==> src/rtl/fact_sched.sv <==
// Two-port round-robin scheduler around a shared iterative factorial datapath.
// One multiply per cycle; result, owner id and sticky overflow are returned on a valid/ready port.
module fact_sched #(
  parameter int WIDTH = 32,
  parameter int N_W   = 8
) (
  input  logic             clk,
  input  logic             rst_n,
  input  logic             req0_valid,
  input  logic [N_W-1:0]   req0_num,
  output logic             req0_ready,
  input  logic             req1_valid,
  input  logic [N_W-1:0]   req1_num,
  output logic             req1_ready,
  output logic             rsp_valid,
  output logic             rsp_id,
  output logic [WIDTH-1:0] rsp_result,
  output logic             rsp_ovf,
  input  logic             rsp_ready,
  output logic             busy
);

  localparam logic [1:0] IDLE = 2'd0;
  localparam logic [1:0] CALC = 2'd1;
  localparam logic [1:0] RESP = 2'd2;

  logic [1:0]         state;
  logic               last_grant;
  logic [N_W-1:0]     n_reg;
  logic [WIDTH-1:0]   acc;
  logic [N_W:0]       cnt;
  logic               ovf;
  logic               id;
  logic               grant;
  logic               accept;
  logic [WIDTH+N_W:0] prod;

  // Contention goes to the side that did not win last; otherwise to whoever asks.
  always_comb begin
    grant = req1_valid;
    if (req0_valid && req1_valid) begin
      grant = ~last_grant;
    end
  end

  assign accept     = (state == IDLE) && (req0_valid || req1_valid);
  assign req0_ready = (state == IDLE) && req0_valid && !grant;
  assign req1_ready = (state == IDLE) && req1_valid && grant;
  assign busy       = (state != IDLE);

  // Full-width product so the bits above WIDTH reveal overflow.
  assign prod = {{(N_W+1){1'b0}}, acc} * {{WIDTH{1'b0}}, cnt};

  // NOTE: state is updated only with non-blocking assignments so every register
  // samples pre-edge values and simulation matches the synthesized flops.
  always_ff @(posedge clk) begin
    if (!rst_n) begin
      state      <= IDLE;
      last_grant <= 1'b1;
      n_reg      <= '0;
      acc        <= '0;
      cnt        <= '0;
      ovf        <= 1'b0;
      id         <= 1'b0;
      rsp_valid  <= 1'b0;
      rsp_id     <= 1'b0;
      rsp_result <= '0;
      rsp_ovf    <= 1'b0;
    end else begin
      case (state)
        IDLE: begin
          if (accept) begin
            n_reg      <= grant ? req1_num : req0_num;
            acc        <= WIDTH'(1);
            cnt        <= (N_W+1)'(2);
            ovf        <= 1'b0;
            id         <= grant;
            last_grant <= grant;
            state      <= CALC;
          end
        end
        CALC: begin
          // cnt carries one extra bit so n = 2^N_W-1 still terminates.
          if (cnt > {1'b0, n_reg}) begin
            rsp_valid  <= 1'b1;
            rsp_result <= acc;
            rsp_ovf    <= ovf;
            rsp_id     <= id;
            state      <= RESP;
          end else begin
            acc <= prod[WIDTH-1:0];
            ovf <= ovf | (|prod[WIDTH+N_W:WIDTH]);
            cnt <= cnt + (N_W+1)'(1);
          end
        end
        RESP: begin
          if (rsp_ready) begin
            rsp_valid <= 1'b0;
            state     <= IDLE;
          end
        end
        default: state <= IDLE;
      endcase
    end
  end

endmodule

==> config.mk <==
export PLATFORM = sky130hd
export DESIGN_NAME = fact_sched
export DESIGN_NICKNAME = d
export VERILOG_FILES = /design/src/rtl/fact_sched.sv
export SDC_FILE = /design/constraint.sdc
export NUM_CORES = 1
export LEC_CHECK = 0
export BUFFER_PORTS_ARGS = -buffer_cell sky130_fd_sc_hd__clkbuf_2
export CAP_MARGIN = 10
export CORE_AREA = 2 2 196 140
export CTS_BUF_LIST = sky130_fd_sc_hd__clkbuf_16
export DETAILED_ROUTE_END_ITERATION = 10
export DIE_AREA = 0 0 198 142
export PLACE_DENSITY = 0.77
export SLEW_MARGIN = 20
export SYNTH_ARGS = -nofsm -noshare
export SYNTH_HDL_FRONTEND = slang
export SYNTH_SLANG_ARGS = --single-unit
==> constraint.sdc <==
create_clock -name clk -period 16.85 [get_ports clk]
set_input_delay 1.685 -clock clk [delete_from_list [all_inputs] [get_ports clk]]
set_output_delay 1.685 -clock clk [all_outputs]
set_load 0.01 [all_outputs]
==> results.yml <==
run_status:
  outcome: "completed"
worst_setup_path:
  path_common_cell: "fa_1"
  cpPeakStageDelay_ns: 0.81
  critPathSlowestCell: "dfxtp_1"
  crit_start: "cnt[2]"
  r2r_end: "ovf"
  reg2reg_setup_slack_ns: 10.84
  end_kind: "flip-flop"
  critPathLaunchType: "flip-flop"
  cp_data_arrival_time_ns: 6.26
  criticalPathCategory: "reg -> reg"
  crit_chain: "buf_4 > nand2_1 > fa_1 > inv_1 > fa_1 > fa_1 > inv_1 > fa_1 > inv_1 > ha_1 > nand2_1 > nor4_2 > o21ai_0 > o311ai_2 > or2_1 > a221oi_1 > or3b_1 > nor4_2 > a21oi_1"
  rr_startpoint: "cnt[2]"
  endpoint: "ovf"
  r2r_cells: 19
  critPathMaxFanout: 19
  required_ns: 17.10
route:
  detail_route.iter0.violations: 833
  wl_per_cell_um: 17.32
  num_vias: 9978
  antenna_left: 0
  routed_via_density: 5.342
  routed_wl_um: 32360
  dr.pass1.iters: 5
  drcViolationCount: 0
timing:
  rsz0062_at_grt: "no"
  post-route-period-util_pct: 35.66
  drv_slew: 0
  max_freq_mhz: 166.4
  period_minus_slack_ns: 6.009
  tightest_slew_ns: 0.7908
  layout_setup_ws_ns: 10.84
  relSlewSlack_pct: 47.28
  whs_ns: 0.4931
  setup_viol: 0
  setup_tns_ns: 0
  finalHoldViolCount: 0
  skew_ns: 0.01199
floorplanning:
  die-height_um: 142
  dieWidth_um: 198
  start_util_pct: 49.23
  core_area_um2: 26340
  rows: 50
  ios: 59
  die_area_um2: 28120
power:
  power_density_nw_per_um2: 39.20
  combPwrFrac_pct: 18.3
  p_leak_nw: 6.618
  seqPwrFrac_pct: 41.3
  p_sw_mw: 0.1747
  swShare_pct: 32.46
  clkPwrFrac_pct: 40.4
  peakVddDrop_uv: 46.61
  p_int_mw: 0.3634
synth:
  yosysTopAreaCellShare_pct: 32.58
  ys_seq_area_share_pct: 13.74
  synth-simple-area-share_pct: 20.74
  synthMuxAreaShare_pct: 3.243
  synth_edf_count: 0
  syn_nets: 1822
  synthAdderAreaFrac_pct: 39.34
  ys.flop_type: "dfxtp_1"
  ys_types: 61
  yosysWarnings: 0
  syn_area_um2: 12960
  synthTopCellsByArea: "fa_1 33%, dfxtp_1 14%, and2_1 8.7%"
  async_reset_ff_share_pct: 0
  syn-mean-instance-area_um2: 8.530
  synth_compound_area_share_pct: 9.535
  synth_area_leader_cell: "fa_1"
  postSynthCellCount: 1520
  synth_top_family_by_area: "adder cells"
  synth-seq-cells: 89
  synth_xor_area_share_pct: 2.567
cells_and_area:
  syn2layout_area_growth_pct: 5.896
  multi_input_area_um2: 9793
  utilization_pct: 52.13
  fillers: 2428
  fin_nets: 1801
  design_area_um2: 13730
  final-seq-area_um2: 1782
  largestRegisters: "acc: 32 flops, rsp_result: 32 flops, cnt: 9 flops"
  layout-drive-gt1-share_pct: 7.247
  num_antenna_cells: 0
hold_path:
  min-delay-path-class: "reg -> reg"
placed_design:
  placed_cell_area_um2: 13420
  gp_congestion: 0.9713
  pre_cts_slack_ns: 10.89
  io_buffers: 58
  dp_hpwl_um: 24260
clock_tree:
  cts_tree: "done"
  cts_buffers: 9
  postCtsSetupBuffers: 0
  root_buffer: "clkbuf_16"
  cts_buffer_depth: 2
  cts.htree.levels: 3
  numClockSinks: 89
  ctsHoldBuffers: 0
  clkTransAtPathRegs_ns: 0.08
  post_cts_resized: 0
  insertion_delay_ns: 0.36
global_routing:
  antenna_found_initial: 0
  gr-total-overflow: 0
  grt_max_degree: 86
  grt_pass1_vias: 10190
  grt_use_total_pct: 24.52
  grt_pass1_wl_um: 54030
job:
  max_cap_viol_count: 0
-- worst min-delay path by stage --
stage,startpoint,slack (ns),end,cells after the start
5_1_grt,last_grant,0.53,last_grant,2
6_report,last_grant,0.49,last_grant,2
3_3_place_gp,last_grant,0.46,last_grant,2
3_5_place_dp,last_grant,0.46,last_grant,2
4_1_cts,last_grant,0.48,last_grant,2
2_1_floorplan,last_grant,0.44,last_grant,2
-- metal layers --
| metal | GRT usage [%] | share of wire [%] | wire (um) |
|---|---|---|---|
| met1 | 34.16 | 45 | 14470 |
| met2 | 38.38 | 45 | 14660 |
| met3 | 6.706 | 8.5 | 2736 |
| met4 | 5.342 | 1.5 | 488 |
| met5 | 0 | 0 | 0 |
-- critical path, delay by kind of cell (launching register included) --
kind | cells | cell delay (ns)
AOI/OAI and AO/OA | 4 | 0.69
adders and majority gates | 5 | 2.45
buffers and inverters | 4 | 0.55
DFF | 1 | 0.81
and+or+nand+nor | 6 | 1.38
-- layout by cell type (no fill, tap or decap), types with 5 or more instances in the layout --
cell type | synthesis | routed
xor2_1 | 16 | 16
dfxtp_1 | 89 | 89
nand3_1 | 43 | 43
nand4_1 | 17 | 17
buf_4 | 2 | 15
a21oi_1 | 43 | 43
o21ai_0 | 36 | 36
a31oi_1 | 9 | 9
nor2_1 | 33 | 32
a21boi_0 | 23 | 22
clkbuf_16 | 0 | 9
nor3_1 | 5 | 5
and2_1 | 181 | 181
o211a_1 | 9 | 9
nand2_1 | 179 | 179
xnor2_1 | 22 | 22
fa_1 | 211 | 211
ha_1 | 70 | 70
inv_1 | 265 | 266
a21o_1 | 14 | 14
o211ai_1 | 5 | 5
nor2b_1 | 38 | 38
clkbuf_2 | 0 | 58
o21a_1 | 5 | 5
mux2i_1 | 42 | 42
-- through the flow --
stage	power [mW]	cells
2_1_floorplan	0.2913	1520
3_3_place_gp	0.3209	1852
3_5_place_dp	0.3238	1852
4_1_cts	0.5390	1868
5_1_grt	0.5565	1868
6_report	0.5381	1868
-- power groups by stage --
stage | sequential [mW] | combinational, mW | clock, mW
floorplan | 0.225 | 0.0662 | 0
global placement | 0.227 | 0.0939 | 0
detailed placement | 0.227 | 0.0965 | 0
CTS | 0.222 | 0.0967 | 0.220
global route | 0.223 | 0.107 | 0.227
finish | 0.222 | 0.0983 | 0.217
-- cells in the mapped netlist, types with 14 or more instances --
| library cell | n |
|---|---|
| nand3_1 | 43 |
| ha_1 | 70 |
| nand2_1 | 179 |
| and2_1 | 181 |
| clkbuf_1 | 93 |
| fa_1 | 211 |
| nor2_1 | 33 |
| dfxtp_1 | 89 |
| a21oi_1 | 43 |
| o21ai_0 | 36 |
| mux2i_1 | 42 |
| nor2b_1 | 38 |
| inv_1 | 265 |
| a21boi_0 | 23 |
| xnor2_1 | 22 |
| a21o_1 | 14 |
| xor2_1 | 16 |
| nand4_1 | 17 |
-- cell families (layout without fill, tap and decap cells) --
family / count (synthesis) / after routing
mux: 42 / 42
compound gates: 181 / 181
xor+xnor: 38 / 38
buf+inv: 370 / 354
simple gates: 519 / 519
flops: 89 / 89
fa+ha+maj: 281 / 281
-- area by class of cell --
class / count / area share, %
Inverter: 265 / 7.245
Clock buffer: 9 / 1.640
Timing Repair Buffer: 73 / 2.934
Tap cell: 364 / 3.317
Multi-Input combinational cell: 1061 / 71.33
Sequential cell: 89 / 12.98
Clock inverter: 7 / 0.5559
Note: power is estimated with default switching activity, not from simulation.
